**src/rtl/cpu_pkg.sv**
```systemverilog
// Shared encodings for the fetch/execute sequencer: FSM states, opcodes,
// accumulator source selects and the post-reset instruction register value.
package cpu_pkg;

  typedef enum logic [1:0] {
    IDLE  = 2'd0,
    FETCH = 2'd1,
    EXEC  = 2'd2
  } state_t;

  typedef enum logic [1:0] {
    SEL_IMM = 2'd0,
    SEL_INC = 2'd1,
    SEL_ADD = 2'd2,
    SEL_LDR = 2'd3
  } asel_t;

  localparam logic [3:0] OP_ADD = 4'h5;
  localparam logic [3:0] OP_INC = 4'h9;
  localparam logic [3:0] OP_LDR = 4'hA;
  localparam logic [3:0] OP_STR = 4'hB;
  localparam logic [3:0] OP_NOP = 4'hC;
  localparam logic [3:0] OP_LDI = 4'hD;
  localparam logic [3:0] OP_RST = 4'hE;

  localparam logic [7:0] IR_RESET = 8'hC0;

endpackage

```
**src/rtl/cpu_if.sv**
```systemverilog
// Control/ROM/datapath signal bundle around the sequencer.
// master = sequencer side, slave = environment (ROM, datapath, operator).
interface cpu_if #(
  parameter int WIDTH      = 8,
  parameter int ADDR_WIDTH = 4,
  parameter int CNT_WIDTH  = 8
);
  logic                  RUN;
  logic                  STEP;
  logic [ADDR_WIDTH-1:0] ADDR;
  logic [WIDTH-1:0]      DATA;
  logic                  A_WE;
  logic [1:0]            A_SEL;
  logic                  R_WE;
  logic [3:0]            IMM;
  logic                  BUSY;
  logic                  ILLEGAL;
  logic                  ERR;
  logic [CNT_WIDTH-1:0]  RETIRED;

  modport master (
    input  RUN, STEP, DATA,
    output ADDR, A_WE, A_SEL, R_WE, IMM, BUSY, ILLEGAL, ERR, RETIRED
  );

  modport slave (
    output RUN, STEP, DATA,
    input  ADDR, A_WE, A_SEL, R_WE, IMM, BUSY, ILLEGAL, ERR, RETIRED
  );
endinterface

```
**src/rtl/cpu_decode.sv**
```systemverilog
// Combinational opcode decode: datapath strobes and selects are only
// produced while the exec bit is set, otherwise everything idles at 0.
module cpu_decode
  import cpu_pkg::*;
(
  input  logic [3:0] op,
  input  logic       exec,
  output logic       a_we,
  output logic [1:0] a_sel,
  output logic       r_we,
  output logic       illegal
);

  always_comb begin
    a_we    = 1'b0;
    a_sel   = '0;
    r_we    = 1'b0;
    illegal = 1'b0;
    if (exec) begin
      case (op)
        OP_ADD: begin a_we = 1'b1; a_sel = SEL_ADD; end
        OP_INC: begin a_we = 1'b1; a_sel = SEL_INC; end
        OP_LDR: begin a_we = 1'b1; a_sel = SEL_LDR; end
        OP_STR: r_we = 1'b1;
        OP_NOP: ;
        OP_LDI: begin a_we = 1'b1; a_sel = SEL_IMM; end
        OP_RST: ;
        default: illegal = 1'b1;
      endcase
    end
  end

endmodule

```
**src/rtl/cpu_ctrl.sv**
```systemverilog
// Fetch/execute sequencer: owns PC, IR, the step flag, the sticky error flag
// and the retired-instruction counter; opcode decode lives in cpu_decode.
module cpu_ctrl
  import cpu_pkg::*;
#(
  parameter int WIDTH      = 8,
  parameter int ADDR_WIDTH = 4,
  parameter int CNT_WIDTH  = 8
) (
  input logic      CLK,
  input logic      RST,
  cpu_if.master    bus
);

  state_t                state, state_nxt;
  logic                  step_flag, step_nxt;
  logic [ADDR_WIDTH-1:0] pc;
  logic [WIDTH-1:0]      ir;
  logic                  err;
  logic [CNT_WIDTH-1:0]  retired;
  logic [3:0]            op;
  logic                  illegal;

  assign op = ir[WIDTH-1 -: 4];

  cpu_decode u_decode (
    .op      (op),
    .exec    (state == EXEC),
    .a_we    (bus.A_WE),
    .a_sel   (bus.A_SEL),
    .r_we    (bus.R_WE),
    .illegal (illegal)
  );

  always_comb begin
    state_nxt = state;
    step_nxt  = step_flag;
    case (state)
      IDLE: begin
        if (bus.RUN) begin
          state_nxt = FETCH;
          step_nxt  = 1'b0;
        end else if (bus.STEP) begin
          state_nxt = FETCH;
          step_nxt  = 1'b1;
        end
      end
      FETCH: state_nxt = EXEC;
      // A single-stepped instruction always parks in IDLE, even with RUN high.
      EXEC: begin
        state_nxt = (bus.RUN && !step_flag) ? FETCH : IDLE;
        step_nxt  = 1'b0;
      end
      default: state_nxt = IDLE;
    endcase
  end

  always_ff @(posedge CLK or posedge RST) begin
    if (RST) begin
      state     <= IDLE;
      step_flag <= 1'b0;
      pc        <= '0;
      ir        <= IR_RESET;
      err       <= 1'b0;
      retired   <= '0;
    end else begin
      state     <= state_nxt;
      step_flag <= step_nxt;
      if (state == FETCH) ir <= bus.DATA;
      if (state == EXEC) begin
        pc      <= (op == OP_RST) ? '0 : pc + ADDR_WIDTH'(1);
        retired <= retired + CNT_WIDTH'(1);
        if (illegal) err <= 1'b1;
      end
    end
  end

  assign bus.ADDR    = pc;
  assign bus.IMM     = ir[3:0];
  assign bus.BUSY    = (state != IDLE);
  assign bus.ILLEGAL = illegal;
  assign bus.ERR     = err;
  assign bus.RETIRED = retired;

endmodule
```
**src/flat_wrapper.sv**
```systemverilog
// flat-port wrapper written by rule: the top's interface ports become plain ports
module cpu_ctrl_flat import cpu_pkg::*;
#(
  parameter int WIDTH      = 8,
  parameter int ADDR_WIDTH = 4,
  parameter int CNT_WIDTH  = 8
)
  (CLK, RST, bus_RUN, bus_STEP, bus_DATA, bus_ADDR, bus_A_WE, bus_A_SEL, bus_R_WE, bus_IMM, bus_BUSY, bus_ILLEGAL, bus_ERR, bus_RETIRED);
  cpu_if #(.WIDTH(WIDTH), .ADDR_WIDTH(ADDR_WIDTH), .CNT_WIDTH(CNT_WIDTH)) bus_i ();
  input logic CLK;
  input logic RST;
  input wire logic [$bits(bus_i.RUN)-1:0] bus_RUN;
  input wire logic [$bits(bus_i.STEP)-1:0] bus_STEP;
  input wire logic [$bits(bus_i.DATA)-1:0] bus_DATA;
  output wire logic [$bits(bus_i.ADDR)-1:0] bus_ADDR;
  output wire logic [$bits(bus_i.A_WE)-1:0] bus_A_WE;
  output wire logic [$bits(bus_i.A_SEL)-1:0] bus_A_SEL;
  output wire logic [$bits(bus_i.R_WE)-1:0] bus_R_WE;
  output wire logic [$bits(bus_i.IMM)-1:0] bus_IMM;
  output wire logic [$bits(bus_i.BUSY)-1:0] bus_BUSY;
  output wire logic [$bits(bus_i.ILLEGAL)-1:0] bus_ILLEGAL;
  output wire logic [$bits(bus_i.ERR)-1:0] bus_ERR;
  output wire logic [$bits(bus_i.RETIRED)-1:0] bus_RETIRED;
  assign bus_i.RUN = bus_RUN;
  assign bus_i.STEP = bus_STEP;
  assign bus_i.DATA = bus_DATA;
  assign bus_ADDR = bus_i.ADDR;
  assign bus_A_WE = bus_i.A_WE;
  assign bus_A_SEL = bus_i.A_SEL;
  assign bus_R_WE = bus_i.R_WE;
  assign bus_IMM = bus_i.IMM;
  assign bus_BUSY = bus_i.BUSY;
  assign bus_ILLEGAL = bus_i.ILLEGAL;
  assign bus_ERR = bus_i.ERR;
  assign bus_RETIRED = bus_i.RETIRED;
  cpu_ctrl #(.WIDTH(WIDTH), .ADDR_WIDTH(ADDR_WIDTH), .CNT_WIDTH(CNT_WIDTH)) u_core (.CLK(CLK), .RST(RST), .bus(bus_i));
endmodule
```
**config.mk**
```make
export PLATFORM = sky130hd
export DESIGN_NAME = cpu_ctrl_flat
export DESIGN_NICKNAME = d
export VERILOG_FILES = /design/src/rtl/cpu_pkg.sv /design/src/rtl/cpu_if.sv /design/src/rtl/cpu_decode.sv /design/src/rtl/cpu_ctrl.sv /design/src/flat_wrapper.sv
export SDC_FILE = /design/constraint.sdc
export NUM_CORES = 1
export LEC_CHECK = 0
export BUFFER_PORTS_ARGS = -buffer_cell sky130_fd_sc_hd__buf_2
export CELL_PAD_IN_SITES_DETAIL_PLACEMENT = 1
export CELL_PAD_IN_SITES_GLOBAL_PLACEMENT = 2
export CORE_ASPECT_RATIO = 0.75
export CORE_MARGIN = 1.5
export CORE_UTILIZATION = 35
export CTS_CLUSTER_SIZE = 40
export DETAILED_ROUTE_END_ITERATION = 8
export GPL_ROUTABILITY_DRIVEN = 0
export GPL_TIMING_DRIVEN = 0
export HOLD_SLACK_MARGIN = 0.15
export PLACE_DENSITY = 0.81
export SYNTH_ARGS = -nofsm -noshare
export SYNTH_HDL_FRONTEND = slang
export SYNTH_HIERARCHICAL = 1
export SYNTH_SLANG_ARGS = --single-unit
```
**constraint.sdc**
```tcl
create_clock -name CLK -period 2.1 [get_ports CLK]
set_input_delay 0.315 -clock CLK [delete_from_list [all_inputs] [get_ports CLK]]
set_output_delay 0.315 -clock CLK [all_outputs]
set_load 0.01 [all_outputs]
```
Word level (Yosys, flattened, before mapping)
Cells that the tools add are included.

word-level totals
  output and inout port bits = 23
  flip-flop bits (word level) = 24

cells by class
  muxes and demuxes = 16
  $add $sub $neg = 2
  eq/ne operators = 10
  reduce and logical (&&, ||, !) cells = 9

operators with widths
  cell                   count
  $eq A4 B4 Y1 const B   6
  $pmux W2 S3            2
  $mux W1                9
  $add A8 B1 Y8 const B  1
  $reduce_or A7 Y1       1
  $mux W2                3
  $add A4 B1 Y4 const B  1
  $eq A4 B3 Y1 const B   1
  $mux W4                1
  $reduce_and A2 Y1      2
  $reduce_bool A2 Y1     2
  $reduce_or A4 Y1       1
  $ne A3 B3 Y1 const B   1
  $eq A2 B1 Y1 const B   1
  $eq A2 B2 Y1 const B   1
  $logic_not A2 Y1       1
  $pmux W1 S2            1
  $logic_and A1 B1 Y1    1
  $logic_not A1 Y1       1

Depth between registers and ports, before layout
  word-level depth = 5
  mapped depth = 5
  mapped depth without buffers = 4

Cells and area by module
The synthesis kept the hierarchy.

by module, submodules not included
  module      cells each  area each (µm²)  instances
  cpu_ctrl    83          1131.1           1
  cpu_decode  16          120.1            1

Worst setup path after synthesis
OpenSTA, ideal clock, no wires.

  path kind = reg2out
  from = register u_core.state[0]
  to = output bus_ILLEGAL
  cell stages (with the launch flop) = 5
  path buffers = 2
  arrival time = 1.144 ns
  setup slack = 0.641 ns
  cells stage by stage = dfrtp_1 -> nor2b_2 -> buf_6 -> buf_12 -> a21boi_0

between the ends
  longest elaborated chain between the ends = 2

RTL lines
  what                    RTL line            text
  from (decl)             cpu_ctrl.sv:15      state_t state, state_nxt;
  from (signal assigned)  cpu_ctrl.sv:67      state <= state_nxt;
  $eq A2 B2 Y1            cpu_ctrl.sv:28      .exec (state == EXEC),
  $mux W1                 cpu_decode.sv:19    if (exec) begin
  to (decl)               flat_wrapper.sv:21  output wire logic [$bits(bus_i.ILLEGAL)-1:0] bus_ILLEGAL;

Every way passes these cells.

Worst setup path after layout
Ends and elaborated chain as after synthesis.

==> reports/summary.txt <==
SYNTHESIS
-----------------------------------------------------------------------------------------
Proportion of register bits with asynchronous set or reset after synthesis .        1.000
Mean instance size in the synthesized netlist ..............................   12.64 um^2
Total number of yosys warnings .............................................            6
Netlist Area Pre-Place ..................................................... 0.001251 mm^2
Synthesized instance count .................................................           99
Top flip-flop cell by instance count after synthesis .......................      dfrtp_1
Seq/Total Area, Yosys ......................................................       0.4820
Number of enable-type register cells in the synthesized netlist ............            0
Number of synthesized register bits ........................................           24
Count of different cell masters after synthesis ............................           41
Net count after synthesis ..................................................          113

CLOCK TREE
-----------------------------------------------------------------------------------------
Worst skew pair latency ....................................................      0.26 ns
CTS root buf ...............................................................     clkbuf_8
Post-CTS Setup Bufs ........................................................            0
CTS tree ...................................................................          yes
Clock tree buffer depth ....................................................            2
Number of sinks handled by clock tree synthesis ............................           24
Number of H-tree levels ....................................................            1
Hold bufs inserted after CTS ...............................................            0
CTS clk-pin slew, worst paths ..............................................      0.08 ns
TritonCTS buffer count .....................................................            3
Cells resized by post-CTS repair ...........................................            0

DETAILED ROUTING
-----------------------------------------------------------------------------------------
Per-cell via count in the routed design ....................................        4.893
Routed wire length .........................................................      2387 um
DRT Pass-1 Iters ...........................................................            4
Number of DRC markers after the initial detailed-route iteration ...........           28
Post-route antenna net violation count .....................................            0
Average routed wire per standard cell ......................................     13.49 um
Number of remaining DRC errors .............................................            0
Number of vias after detailed routing ......................................          866

FLOORPLAN
-----------------------------------------------------------------------------------------
Die area ................................................................... 0.003946 mm^2
Cell Rows ..................................................................           18
Initial standard-cell utilization of the core ..............................       0.3729
DIE HEIGHT .................................................................     54.78 um
Area of the placeable core ................................................. 0.003356 mm^2
Horizontal die dimension ...................................................     72.04 um
I/O pin cnt ................................................................           35

FINISH
-----------------------------------------------------------------------------------------
Final instance area ........................................................ 0.001526 mm^2
Fillcell total .............................................................          365
Area growth syn-to-layout ..................................................       22.00%
Net total in the final layout ..............................................          152
Count of inserted antenna diode cells ......................................            0
Footprint of the multi-input gates .........................................   564.3 um^2
Storage cell area ..........................................................   603.1 um^2
Fraction of layout cells with a size suffix above 1 ........................       0.4745
Count of non-filler cells in the finished layout ...........................          177

STA
-----------------------------------------------------------------------------------------
Final Setup Violations .....................................................            0
Remaining max-slew budget at the tightest pin ..............................       0.3791
Pin slew with the least headroom to its limit ..............................    0.9303 ns
Final worst hold slack .....................................................    0.2466 ns
Post-route clock skew ......................................................  0.003217 ns
Peak Freq ..................................................................    525.0 MHz
Time the final worst path needs with I/O delays and setup ..................     1.905 ns
Number of max-slew violations in the final report ..........................            0
Final sum of negative setup slack ..........................................         0 ns
Hold violation count in the final report ...................................            0
RSZ-0062 raised after global routing .......................................        false
Final worst-path cycle share ...............................................       0.9070

CRITICAL PATH
-----------------------------------------------------------------------------------------
Worst stage delay on the critical path .....................................      0.45 ns
R2R depth ..................................................................            5
Endpoint required time on the critical path ................................      1.78 ns
Critical path start-end classification .....................................      reg2out
Crit-path cells ............................................................ nor2b_2 > buf_6 > buf_12 > a21boi_0 > buf_2
Critical path buffers and inverters ........................................            3
FF-to-FF setup slack .......................................................      0.76 ns
Cell family contributing the most delay on the critical path ............... buffers and inverters
Cell with the largest stage delay on the worst path ........................      dfrtp_1
Largest driver fanout on the critical path .................................           13
Beginning of the worst register-to-register path ........................... u_core/state[0]$_DFFE_PP0P_
Worst Path Arrival .........................................................      1.59 ns
Crit path launch type ......................................................         flop
Reg-to-Reg End ............................................................. u_core/bus.ERR$_DFFE_PP0P_
Critical path endpoint category ............................................  output port

PLACED DESIGN
-----------------------------------------------------------------------------------------
Dpl cell area .............................................................. 0.001471 mm^2
Placed Instances ...........................................................          173
Detailed Place HPWL ........................................................      1812 um
Port buffer count ..........................................................           34

POWER AND IR DROP
-----------------------------------------------------------------------------------------
Power density over the cells ............................................... 1505 mW/mm^2
Worst ir drop on vdd .......................................................    0.5875 mV
Static Leak ................................................................ 0.0007623 uW

FLOW RUN
-----------------------------------------------------------------------------------------
Max Cap Viol ...............................................................            0

GRT
-----------------------------------------------------------------------------------------
Number of global-route vias before repair ..................................          825
Total global routing overflow ..............................................            0
First-pass GRT wire length .................................................      3988 um
GR Util All Layers .........................................................       0.1360
Maximum number of pins on one net before global-route repair ...............           25
Number of antenna violations at the first check in global routing ..........            0

HOLD PATH
-----------------------------------------------------------------------------------------
Path class of the lowest-slack min-delay path ..............................     in2async

STATUS
-----------------------------------------------------------------------------------------
Status ..................................................................... finished clean

layout by cell type (no fill, tap or decap), types with 2 or more instances in the layout:
master,netlist,layout
a21oi_1,2,2
and3_1,3,3
buf_2,0,34
buf_4,4,4
buf_6,2,2
clkbuf_8,0,4
dfrtp_1,22,22
dfstp_2,2,2
ha_1,2,2
inv_1,2,2
mux2_4,8,8
nand2b_1,5,5
nand2b_4,2,2
nand4_1,5,5
nor2_1,4,4
nor3b_2,2,2
o21a_1,2,2
o21ai_1,3,3
xnor2_1,5,5
cell usage after synthesis (2+ instances only):
master,instances,area (um^2)
buf_6,2,22.52
o21a_1,2,15.01
nor3b_2,2,25.02
nand4_1,5,31.28
inv_1,2,7.510
dfrtp_1,22,550.5
o21ai_1,3,15.01
xnor2_1,5,43.79
nand2b_1,5,31.28
a21oi_1,2,10.01
and3_1,3,18.77
nor2_1,4,15.01
nand2b_4,2,27.53
ha_1,2,25.02
mux2_4,8,120.1
dfstp_2,2,52.55
buf_4,4,30.03
power by group:
group          total (uW)  switching [uW]  internal (uW)
logic                1050             431            616
registers             941             260            681
clock network         309             142            167
area by class of cell:
| cell class | instances | area share |
|---|---|---|
| Sequential cell | 24 | 0.3951 |
| Multi-Input combinational cell | 65 | 0.3697 |
| Timing Repair Buffer | 34 | 0.1115 |
| Buffer | 7 | 0.04754 |
| Clock buffer | 4 | 0.03607 |
| Tap cell | 40 | 0.03279 |
| Inverter | 3 | 0.007377 |
stage by stage:
stage / utilization / worst slack (ns) / total power [uW]
6_report: 0.4549 / 0.1952 / 2297
5_1_grt: 0.4549 / 0.04299 / 2491
4_1_cts: 0.4549 / 0.1488 / 2336
3_5_place_dp: 0.4385 / 0.4677 / 2014
3_3_place_gp: 0.4385 / 0.5125 / 1968
2_1_floorplan: - / 0.6412 / 1692
worst reg2reg max path, cell delays in order (launching register included):
cell and delay (ns):
dfrtp_1 0.45, nor2b_2 0.15, buf_6 0.14, buf_12 0.14
a21boi_0 0.27, a21o_1 0.15
kinds of logic (layout without fill, tap and decap cells):
group,after synthesis,in the layout,synth area share
mux,10,10,0.1130
simple gates,31,31,0.1780
flops,24,24,0.4820
fa+ha+maj,2,2,0.02000
buf+inv,10,48,0.06700
compound gates,15,15,0.08500
xor+xnor,7,7,0.05500
state kept, by name (all words and copies together), names as in the netlist:
register / count
u_core/bus.ERR: 1
u_core/state: 2
u_core/step_flag: 1
u_core/bus.RETIRED: 8
u_core/bus.ADDR: 4
u_core/ir: 8
worst max-delay path by stage:
stage / depth (start not counted) / slack (ns) / from / to
3_5_place_dp: 5 / 0.47 / u_core/state[0]$_DFFE_PP0P_ / bus_ILLEGAL
2_1_floorplan: 4 / 0.64 / u_core/state[0]$_DFFE_PP0P_ / bus_ILLEGAL
3_3_place_gp: 5 / 0.51 / u_core/state[0]$_DFFE_PP0P_ / bus_ILLEGAL
6_report: 5 / 0.20 / u_core/state[0]$_DFFE_PP0P_ / bus_ILLEGAL
4_1_cts: 5 / 0.15 / u_core/state[0]$_DFFE_PP0P_ / bus_ILLEGAL
5_1_grt: 5 / 0.04 / u_core/state[0]$_DFFE_PP0P_ / bus_ILLEGAL
metal layers:
metal / track usage / routed length, um
met1: 0.1780 / 1166
met2: 0.2145 / 1062
met3: 0.04972 / 150
met4: 0.03774 / 8
met5: 0 / 0
Power figures use the tool's default switching activity.
